**config.mk**
```make
export PLATFORM = sky130hd
export DESIGN_NAME = delta_outlier_encoder_flat
export DESIGN_NICKNAME = d
export VERILOG_FILES = /design/src/rtl/delta_outlier_encoder_if.sv /design/src/rtl/delta_outlier_encoder.sv /design/src/flat_wrapper.sv
export SDC_FILE = /design/constraint.sdc
export NUM_CORES = 2
export LEC_CHECK = 0
export CAP_MARGIN = 5
export CORE_MARGIN = 10
export CORE_UTILIZATION = 45
export DETAILED_ROUTE_END_ITERATION = 10
export PLACE_DENSITY = 0.58
export SYNTH_ARGS = -nofsm -noshare
export SYNTH_HDL_FRONTEND = slang
export SYNTH_SLANG_ARGS = --single-unit
```
**constraint.sdc**
```tcl
create_clock -name clk -period 10.5 [get_ports clk]
set_clock_uncertainty 0.05 [all_clocks]
set_input_delay 2.1 -clock clk [delete_from_list [all_inputs] [get_ports clk]]
set_output_delay 2.1 -clock clk [all_outputs]
set_load 0.02 [all_outputs]
```
**src/rtl/delta_outlier_encoder_if.sv**
```systemverilog
// Stream bundle for delta_outlier_encoder: activation input, inlier stream, outlier FIFO
// head and per-vector status.
interface delta_outlier_encoder_if #(
  parameter int unsigned DATA_W = 16,
  parameter int unsigned M      = 4,
  parameter int unsigned IDX_W  = 7
);
  logic                     in_valid;
  logic                     in_ready;
  logic signed [DATA_W-1:0] in_data;
  logic                     in_last;
  logic                     inl_valid;
  logic                     inl_ready;
  logic signed [M-1:0]      inl_data;
  logic                     inl_is_outlier;
  logic [IDX_W-1:0]         inl_idx;
  logic                     inl_last;
  logic                     out_valid;
  logic                     out_ready;
  logic [IDX_W-1:0]         out_idx;
  logic signed [DATA_W:0]   out_delta;
  logic                     vec_done;
  logic [IDX_W:0]           outlier_cnt;
  logic                     len_err;

  modport master (
    output in_valid, in_data, in_last, inl_ready, out_ready,
    input  in_ready, inl_valid, inl_data, inl_is_outlier, inl_idx, inl_last,
           out_valid, out_idx, out_delta, vec_done, outlier_cnt, len_err
  );

  modport slave (
    input  in_valid, in_data, in_last, inl_ready, out_ready,
    output in_ready, inl_valid, inl_data, inl_is_outlier, inl_idx, inl_last,
           out_valid, out_idx, out_delta, vec_done, outlier_cnt, len_err
  );
endinterface

```
**src/rtl/delta_outlier_encoder.sv**
```systemverilog
// Temporal-delta encoder: small deltas go out as M-bit codes on the inlier stream, large
// ones are queued with their index in a first-word-fall-through outlier FIFO.
module delta_outlier_encoder #(
  parameter int unsigned VEC_LEN     = 128,
  parameter int unsigned DATA_W      = 16,
  parameter int unsigned M           = 4,
  parameter int unsigned THRESHOLD   = 7,
  parameter int unsigned OFIFO_DEPTH = 16,
  parameter int unsigned IDX_W       = $clog2(VEC_LEN)
) (
  input  logic                   clk,
  input  logic                   rst_n,
  delta_outlier_encoder_if.slave bus
);
  localparam int unsigned PTR_W = $clog2(OFIFO_DEPTH);
  localparam logic signed [DATA_W:0] ThrPos = (DATA_W+1)'(THRESHOLD);
  localparam logic signed [DATA_W:0] ThrNeg = -ThrPos;

  logic signed [DATA_W-1:0] r_prev [VEC_LEN];
  logic [IDX_W-1:0]         r_idx;
  logic                     r_first_vec;
  logic                     r_len_err;
  logic                     r_vec_done;
  logic [IDX_W:0]           r_ocnt;
  logic [IDX_W:0]           r_outlier_cnt;

  logic                     r_inl_valid;
  logic signed [M-1:0]      r_inl_data;
  logic                     r_inl_is_outlier;
  logic [IDX_W-1:0]         r_inl_idx;
  logic                     r_inl_last;

  logic [IDX_W-1:0]         r_fifo_idx   [OFIFO_DEPTH];
  logic signed [DATA_W:0]   r_fifo_delta [OFIFO_DEPTH];
  logic [PTR_W-1:0]         r_wptr;
  logic [PTR_W-1:0]         r_rptr;
  logic [PTR_W:0]           r_count;

  logic                     w_in_ready;
  logic                     w_acc;
  logic signed [DATA_W-1:0] w_prev;
  logic signed [DATA_W:0]   w_delta;
  logic                     w_outlier;
  logic                     w_last_idx;
  logic                     w_push;
  logic                     w_pop;
  logic                     w_out_valid;
  logic [IDX_W:0]           w_ocnt_next;

  // rst_n gates in_ready so nothing is accepted while reset is asserted.
  assign w_in_ready  = rst_n && (!r_inl_valid || bus.inl_ready) &&
                       (r_count < (PTR_W+1)'(OFIFO_DEPTH));
  assign w_acc       = bus.in_valid && w_in_ready;
  assign w_prev      = r_first_vec ? '0 : r_prev[r_idx];
  assign w_delta     = {bus.in_data[DATA_W-1], bus.in_data} - {w_prev[DATA_W-1], w_prev};
  assign w_outlier   = !((w_delta >= ThrNeg) && (w_delta <= ThrPos));
  assign w_last_idx  = (r_idx == IDX_W'(VEC_LEN - 1));
  assign w_push      = w_acc && w_outlier;
  assign w_out_valid = (r_count != '0);
  assign w_pop       = bus.out_ready && w_out_valid;
  assign w_ocnt_next = r_ocnt + (IDX_W+1)'(w_outlier);

  // Previous-vector buffer is deliberately unreset; first_vec masks its contents.
  always_ff @(posedge clk) begin
    if (w_acc) r_prev[r_idx] <= bus.in_data;
  end

  always_ff @(posedge clk) begin
    if (w_push) begin
      r_fifo_idx[r_wptr]   <= r_idx;
      r_fifo_delta[r_wptr] <= w_delta;
    end
  end

  always_ff @(posedge clk or negedge rst_n) begin
    if (!rst_n) begin
      r_idx         <= '0;
      r_first_vec   <= 1'b1;
      r_len_err     <= 1'b0;
      r_vec_done    <= 1'b0;
      r_ocnt        <= '0;
      r_outlier_cnt <= '0;
    end else begin
      r_vec_done <= w_acc && bus.in_last;
      if (w_acc) begin
        r_idx <= (bus.in_last || w_last_idx) ? '0 : r_idx + IDX_W'(1);
        if (bus.in_last) begin
          r_first_vec   <= 1'b0;
          r_outlier_cnt <= w_ocnt_next;
          r_ocnt        <= '0;
        end else begin
          r_ocnt <= w_ocnt_next;
        end
        if (bus.in_last != w_last_idx) r_len_err <= 1'b1;
      end
    end
  end

  always_ff @(posedge clk or negedge rst_n) begin
    if (!rst_n) begin
      r_inl_valid      <= 1'b0;
      r_inl_data       <= '0;
      r_inl_is_outlier <= 1'b0;
      r_inl_idx        <= '0;
      r_inl_last       <= 1'b0;
    end else if (w_acc) begin
      r_inl_valid      <= 1'b1;
      r_inl_data       <= w_outlier ? '0 : w_delta[M-1:0];
      r_inl_is_outlier <= w_outlier;
      r_inl_idx        <= r_idx;
      r_inl_last       <= bus.in_last;
    end else if (bus.inl_ready) begin
      r_inl_valid <= 1'b0;
    end
  end

  always_ff @(posedge clk or negedge rst_n) begin
    if (!rst_n) begin
      r_wptr  <= '0;
      r_rptr  <= '0;
      r_count <= '0;
    end else begin
      if (w_push) r_wptr <= r_wptr + PTR_W'(1);
      if (w_pop)  r_rptr <= r_rptr + PTR_W'(1);
      unique case ({w_push, w_pop})
        2'b10:   r_count <= r_count + (PTR_W+1)'(1);
        2'b01:   r_count <= r_count - (PTR_W+1)'(1);
        default: ;
      endcase
    end
  end

  assign bus.in_ready       = w_in_ready;
  assign bus.inl_valid      = r_inl_valid;
  assign bus.inl_data       = r_inl_data;
  assign bus.inl_is_outlier = r_inl_is_outlier;
  assign bus.inl_idx        = r_inl_idx;
  assign bus.inl_last       = r_inl_last;
  // Head fields read as zero when empty so stale memory never shows on the port.
  assign bus.out_valid      = w_out_valid;
  assign bus.out_idx        = w_out_valid ? r_fifo_idx[r_rptr] : '0;
  assign bus.out_delta      = w_out_valid ? r_fifo_delta[r_rptr] : '0;
  assign bus.vec_done       = r_vec_done;
  assign bus.outlier_cnt    = r_outlier_cnt;
  assign bus.len_err        = r_len_err;
endmodule

```
**src/flat_wrapper.sv**
```systemverilog
// flat-port wrapper written by rule: the top's interface ports become plain ports
module delta_outlier_encoder_flat 
#(
  parameter int unsigned VEC_LEN     = 128,
  parameter int unsigned DATA_W      = 16,
  parameter int unsigned M           = 4,
  parameter int unsigned THRESHOLD   = 7,
  parameter int unsigned OFIFO_DEPTH = 16,
  parameter int unsigned IDX_W       = $clog2(VEC_LEN)
)
  (clk, rst_n, bus_in_valid, bus_in_data, bus_in_last, bus_inl_ready, bus_out_ready, bus_in_ready, bus_inl_valid, bus_inl_data, bus_inl_is_outlier, bus_inl_idx, bus_inl_last, bus_out_valid, bus_out_idx, bus_out_delta, bus_vec_done, bus_outlier_cnt, bus_len_err);
  delta_outlier_encoder_if #(.DATA_W(DATA_W), .M(M), .IDX_W(IDX_W)) bus_i ();
  input  logic clk;
  input  logic rst_n;
  input wire logic [$bits(bus_i.in_valid)-1:0] bus_in_valid;
  input wire logic [$bits(bus_i.in_data)-1:0] bus_in_data;
  input wire logic [$bits(bus_i.in_last)-1:0] bus_in_last;
  input wire logic [$bits(bus_i.inl_ready)-1:0] bus_inl_ready;
  input wire logic [$bits(bus_i.out_ready)-1:0] bus_out_ready;
  output wire logic [$bits(bus_i.in_ready)-1:0] bus_in_ready;
  output wire logic [$bits(bus_i.inl_valid)-1:0] bus_inl_valid;
  output wire logic [$bits(bus_i.inl_data)-1:0] bus_inl_data;
  output wire logic [$bits(bus_i.inl_is_outlier)-1:0] bus_inl_is_outlier;
  output wire logic [$bits(bus_i.inl_idx)-1:0] bus_inl_idx;
  output wire logic [$bits(bus_i.inl_last)-1:0] bus_inl_last;
  output wire logic [$bits(bus_i.out_valid)-1:0] bus_out_valid;
  output wire logic [$bits(bus_i.out_idx)-1:0] bus_out_idx;
  output wire logic [$bits(bus_i.out_delta)-1:0] bus_out_delta;
  output wire logic [$bits(bus_i.vec_done)-1:0] bus_vec_done;
  output wire logic [$bits(bus_i.outlier_cnt)-1:0] bus_outlier_cnt;
  output wire logic [$bits(bus_i.len_err)-1:0] bus_len_err;
  assign bus_i.in_valid = bus_in_valid;
  assign bus_i.in_data = bus_in_data;
  assign bus_i.in_last = bus_in_last;
  assign bus_i.inl_ready = bus_inl_ready;
  assign bus_i.out_ready = bus_out_ready;
  assign bus_in_ready = bus_i.in_ready;
  assign bus_inl_valid = bus_i.inl_valid;
  assign bus_inl_data = bus_i.inl_data;
  assign bus_inl_is_outlier = bus_i.inl_is_outlier;
  assign bus_inl_idx = bus_i.inl_idx;
  assign bus_inl_last = bus_i.inl_last;
  assign bus_out_valid = bus_i.out_valid;
  assign bus_out_idx = bus_i.out_idx;
  assign bus_out_delta = bus_i.out_delta;
  assign bus_vec_done = bus_i.vec_done;
  assign bus_outlier_cnt = bus_i.outlier_cnt;
  assign bus_len_err = bus_i.len_err;
  delta_outlier_encoder #(.VEC_LEN(VEC_LEN), .DATA_W(DATA_W), .M(M), .THRESHOLD(THRESHOLD), .OFIFO_DEPTH(OFIFO_DEPTH), .IDX_W(IDX_W)) u_core (.clk(clk), .rst_n(rst_n), .bus(bus_i));
endmodule
```
# ---- Word-level counts from Yosys, hierarchy flattened
# Memories as Yosys holds them, arrays and structs flattened.
# Cells that the tools add are included.
dict set report word_totals {
  reg_bits 53
  mem_count 3
  ram_bits 2432
  in_bits 22
}
dict set report classes {
  reduce_logical 16
  n_addsub 7
  n_eq_ne 4
  n_mux 13
  n_lt_le_gt_ge 3
}
# memory words width rd rd_clocked_by_memory_dff wr line_no
set mem_list {}
lappend mem_list {u_core.r_prev 128 16 1 0 1 delta_outlier_encoder.sv:19} ;# logic signed [DATA_W-1:0] r_prev [VEC_LEN];
lappend mem_list {u_core.r_fifo_delta 16 17 1 0 1 delta_outlier_encoder.sv:34} ;# logic signed [DATA_W:0] r_fifo_delta [OFIFO_DEPTH];
lappend mem_list {u_core.r_fifo_idx 16 7 1 0 1 delta_outlier_encoder.sv:33} ;# logic [IDX_W-1:0] r_fifo_idx [OFIFO_DEPTH];
# cell n
set op_table {}
lappend op_table {{$ge A17 B4 Y1 const B} 1}
lappend op_table {{$le A17 B4 Y1 const B} 1}
lappend op_table {{$mux W17} 1}
lappend op_table {{$sub A16 B16 Y17} 1}
lappend op_table {{$mux W16} 1}
lappend op_table {{$mux W7} 2}
lappend op_table {{$pmux W5 S2} 1}
lappend op_table {{$add A4 B1 Y4 const B} 2}
lappend op_table {{$add A8 B1 Y8} 1}
lappend op_table {{$mux W8} 1}
lappend op_table {{$add A7 B1 Y7 const B} 1}
lappend op_table {{$eq A7 B7 Y1 const B} 1}
lappend op_table {{$logic_and A1 B1 Y1} 7}
lappend op_table {{$mux W1} 6}
lappend op_table {{$add A5 B1 Y5 const B} 1}
lappend op_table {{$lt A5 B5 Y1 const B} 1}
lappend op_table {{$reduce_bool A5 Y1} 1}
lappend op_table {{$sub A5 B1 Y5 const B} 1}
lappend op_table {{$mux W4} 1}
lappend op_table {{$reduce_and A2 Y1} 2}
lappend op_table {{$reduce_bool A2 Y1} 2}
lappend op_table {{$eq A2 B1 Y1 const B} 1}
lappend op_table {{$eq A2 B2 Y1 const B} 1}
lappend op_table {{$logic_not A1 Y1} 2}
lappend op_table {{2 further kinds} 3}

# ---- Logic depth before layout (Yosys ltp)
# An unclocked memory read counts as a cell.
dict set report depth {
  depth_word 9
  depth_mapped 35
  mapped_depth_nobuf 29
}

# ---- Worst setup path after synthesis
# Ideal clock, no wire load.
dict set report synth_timing {
  path_type {register to register}
  startpoint {register u_core.r_idx[0]}
  endpoint {register u_core.r_count[4]}
  t_required_ps 10325
  n_path_buf 7
  setup_time_ps 125
  arrival_time_ps 6889
  path_slack_ps 3435
  path_stages_with_launch 33
  path_cell_list {dfrtp_1 -> buf_2 -> nor3b_1 -> buf_2 -> buf_2 -> buf_2 -> buf_1 -> a22oi_1 -> nand4_1 -> o211ai_1 -> o21ai_0 -> nand2_1 -> a21o_1 -> ha_1 -> buf_4 -> and3_4 -> and3_1 -> a2111o_1 -> a222oi_1 -> and4_4 -> a31o_2 -> nor2_2 -> inv_2 -> ha_1 -> clkbuf_1 -> xor2_1 -> ha_1 -> o21ai_0 -> a21oi_1 -> a21oi_1 -> xor2_1 -> nor2_1 -> xor2_1}
}
dict set report synth_via {
  elab_chain_len 9
  word_cells_on_any_way 12
  cone_classes {add/sub (1); order compare (2); eq/ne (2); mux (2); reduce/logical (4); memory (1)}
}
# element line_no
set synth_lines {}
lappend synth_lines {{from (decl)} delta_outlier_encoder.sv:20} ;# logic [IDX_W-1:0] r_idx;
lappend synth_lines {{from (signal assigned)} delta_outlier_encoder.sv:86} ;# r_idx <= (bus.in_last || w_last_idx) ? '0 : r_idx + IDX_W'(1);
lappend synth_lines {{$mem_v2 Z128 W16 *} --}
lappend synth_lines {{$mux W16 *} delta_outlier_encoder.sv:54} ;# assign w_prev = r_first_vec ? '0 : r_prev[r_idx];
lappend synth_lines {{$sub A16 B16 Y17 *} delta_outlier_encoder.sv:55} ;# assign w_delta = {bus.in_data[DATA_W-1], bus.in_data} - {w_prev[DATA_W-1], w_prev};
lappend synth_lines {{via u_core.w_delta[11]} delta_outlier_encoder.sv:42} ;# logic signed [DATA_W:0] w_delta;
lappend synth_lines {{$ge A17 B4 Y1 / $le A17 B4 Y1 (equally long branches)} delta_outlier_encoder.sv:56} ;# assign w_outlier = !((w_delta >= ThrNeg) && (w_delta <= ThrPos));
lappend synth_lines {{$logic_and A1 B1 Y1 *} delta_outlier_encoder.sv:56}
lappend synth_lines {{$logic_not A1 Y1 *} delta_outlier_encoder.sv:56}
lappend synth_lines {{$logic_and A1 B1 Y1 *} delta_outlier_encoder.sv:58} ;# assign w_push = w_acc && w_outlier;
lappend synth_lines {{$eq A2 B1 Y1 / $eq A2 B2 Y1 (equally long branches)} delta_outlier_encoder.sv:125} ;# unique case ({w_push, w_pop})
lappend synth_lines {{$pmux W5 S2 / $reduce_bool A2 Y1 (equally long branches)} --}
lappend synth_lines {{to (signal assigned)} delta_outlier_encoder.sv:126} ;# 2'b10: r_count <= r_count + (PTR_W+1)'(1);
lappend synth_lines {{to (signal assigned)} delta_outlier_encoder.sv:127} ;# 2'b01: r_count <= r_count - (PTR_W+1)'(1);
lappend synth_lines {{to (decl)} delta_outlier_encoder.sv:37} ;# logic [PTR_W:0] r_count;
# Mark *: on every way through the listed nets, which the timed path passes. The rest lies on a longest branch.
# A chain may end at the register's enable or synchronous reset.

# ---- Final worst setup path
# Same ends and word-level chain as after synthesis.

==> key figures <==
Routing
  • Vias: 51900
  • Pre-antenna DRT Iters: 6
  • Routed length per instance: 33.0 microns
  • Post-route DRC violation count: 0
  • Routed Antenna Nets: 0
  • Routed vias/inst: 6.38
  • Drt total wl: 269000 microns
  • Drt initial violations: 7125

Die
  • Horiz. Die Dim: 473 microns
  • Starting Density: 45.2%
  • Num rows: 166
  • Top-Level Pins: 72
  • Core Box Area: 0.205 sq mm
  • Die Span Y: 473 microns
  • Die footprint: 0.224 sq mm

Worst setup path
  • Cell with the largest stage delay on the worst path: xnor2_1
  • CP bufs+invs: 4
  • CP Data Arrival Time: 9.94 ns
  • WP data required: 11.21 ns
  • Crit-path leading delay family: compound AO/OA/AOI/OAI gates
  • Max incr delay on CP: 0.94 ns
  • CP max FO: 81
  • Critical Setup Path Class: reg2reg
  • Crit end category: flip-flop
  • CP startpoint kind: flip-flop

Power
  • Worst vdd ir: 0.223 mV
  • Pwr dens: 253 mW/mm^2
  • P_leak: 0.0328 uW

Global routing
  • Total track usage: 23.4%
  • Total congestion overflow: 0
  • Pin count of the biggest net entering global routing: 82
  • Vias in the first global route: 49900
  • First-pass GRT wire length: 382000 microns
  • Initial antenna violation count: 8

Clock network
  • H-Tree Depth: 4
  • Clock insertion delay at the later pin of the skew report: 0.89 ns
  • TritonCTS Sinks: 2485
  • CTS tree: built
  • Clock Root Buffer: clkbuf_16
  • TritonCTS Buffers: 239
  • Total setup buffers inserted after CTS: 0
  • CTS clk-pin slew, worst paths: 0.06 ns
  • Cts repair resizes: 0
  • Post-CTS Hold Buffers: 0
  • Clk buf depth: 3

Place
  • Routability cong.: 0.895
  • Cell total after placement: 7682
  • Port Buffers: 71
  • DP HPWL: 158000 microns

Synth
  • Syn nets: 5005
  • Synthesis-stage register bit count: 2485
  • Number of synthesized flops with an enable pin: 2432
  • Register area share after synthesis: 80.4%
  • Cell variety after synth: 73
  • Main synth FF type: edfxtp_1
  • Cell Area, Synth: 0.0925 sq mm
  • Synth Area per Inst: 18.7 sq um
  • Cell count after synthesis: 4952
  • Asr flop ratio synth: 2.13%
  • Ys Warns: 0

Final layout
  • Most common cell after layout, fill and taps aside: edfxtp_1
  • Share of layout cells above drive strength 1: 15.5%
  • Final #Nets: 5288
  • Area Overhead vs Synth: 14.1%
  • Commonest cells after routing, fill and taps aside: edfxtp_1, a22oi_1, buf_4, clkbuf_16, a22o_1
  • Final std cells w/o fill: 8136

STA
  • Final setup fails: 0
  • Fmax: 0.108 GHz
  • Endpoints failing hold: 0
  • Crit path time final: 9.23 ns
  • Worst-case headroom to the max-slew limit: 19.3%
  • Hold slack: 0.426 ns
  • Post-route setup TNS: 0 ns
  • Crit share post-route: 87.9%
  • Tightest Pin Transition: 1.20 ns
  • RSZ-0062 raised after global routing: false
  • Max Slew Vio Count: 0

Hold path
  • Worst hold path class: reg2reg

Flow run
  • Number of max-cap violations: 0

Outcome
  • Outcome: complete, no violations
[final timing paths]
check,from,endpoint,slack (ns),cells after the start
max,u_core.r_idx[0],u_core.r_count[4],1.27,30
max reg2reg,u_core.r_idx[0],u_core.r_count[4],1.27,30
min reg2reg,u_core.bus.outlier_cnt[3],u_core.bus.outlier_cnt[3],0.43,2
min,u_core.bus.outlier_cnt[3],u_core.bus.outlier_cnt[3],0.43,2
max in group asynchronous,rst_n,u_core.r_idx[3],8.52,2
min in group asynchronous,rst_n,u_core.bus.inl_data[0],1.32,2
[tightest hold or removal path: stages, from the launching register on]
cell and delay, ns:
dfrtp_1 0.34, nand2_1 0.05, o21ai_0 0.06
[registers in the layout (all words and copies together), names as in the netlist, 4 cells and up]
name                    count
u_core.r_count              5
u_core.r_rptr               4
u_core.r_prev            2048
u_core.r_idx                7
u_core.bus.outlier_cnt      8
u_core.r_ocnt               8
u_core.r_wptr               4
u_core.r_fifo_idx         112
u_core.bus.inl_data         4
u_core.r_fifo_delta       272
u_core.bus.inl_idx          7
[cells by family (layout without fill, tap and decap cells)]
family	after synthesis	count (layout)	share of synthesized area, %
DFF	2485	2485	80.4
adders and majority gates	31	31	0.427
muxes	128	128	3.03
xor gates and xnor gates	30	30	0.292
and+or+nand+nor	565	565	3.09
buffers and inverters	352	844	1.62
other	0	4	0
AOI/OAI and AO/OA	1361	1361	11.2
[Yosys cell counts (9+ instances only)]
cell type  count  area (sq um)
xnor2_1       15           131
edfxtp_1    2432         73000
a221oi_1     191          1670
a31oi_1      128           801
dfrtp_1       52          1300
buf_2        119           596
and3_1        19           119
a21oi_1       36           180
ha_1          30           375
a22oi_1      649          4870
clkbuf_1     139           522
buf_1         69           259
nor2b_1       35           219
xor2_1        14           123
inv_1         18          67.6
a22o_1       196          1720
nand2_1      105           394
o21ai_0       69           345
mux4_2       121          2730
o2111ai_1     11          96.3
nor3_1        25           125
nor4_1        21           131
o211ai_1      36           270
nand3_1       35           175
nor2_1       154           578
nand4_1      125           782
and2_1         9          56.3
[area by class of cell]
class | count | area, sq um
diodes | 4 | 10.0
clock buffers | 297 | 6250
clock inverters | 153 | 1390
fillers | 16200 | 99000
inverters | 19 | 71.3
multi-input cells | 2115 | 16800
flip-flops and latches | 2485 | 74400
well taps | 2688 | 3360
repair buffers | 375 | 3340
[where the power goes]
part	internal (uW)	total (uW)	switching (uW)
registers	11700	11800	161
clock network	4630	8380	3750
logic	2190	6460	4270
total	18500	26700	8180
[stage by stage]
stage | area, sq um | util [%] | power, uW | setup slack, ns
4_1_cts | 106000 | 51.6 | 26800 | 1.46
6_report | 106000 | 51.6 | 26700 | 1.27
3_5_place_dp | 97900 | 47.9 | 18500 | 1.49
5_1_grt | 106000 | 51.6 | 27600 | 0.608
2_1_floorplan | 92500 | - | 15700 | 3.44
3_3_place_gp | 97900 | 47.9 | 18400 | 1.09
[routing by layer]
layer / track usage, % / vias up / part of all wire [%]
met2: 35.6 / 2734 / 46
met4: 7.28 / 4 / 3.2
li1: - / 21500 / -
met1: 34.2 / 27200 / 42
met3: 4.53 / 408 / 9.3
met5: 0 / - / 0.010
Note: power is estimated with default switching activity, not from simulation.
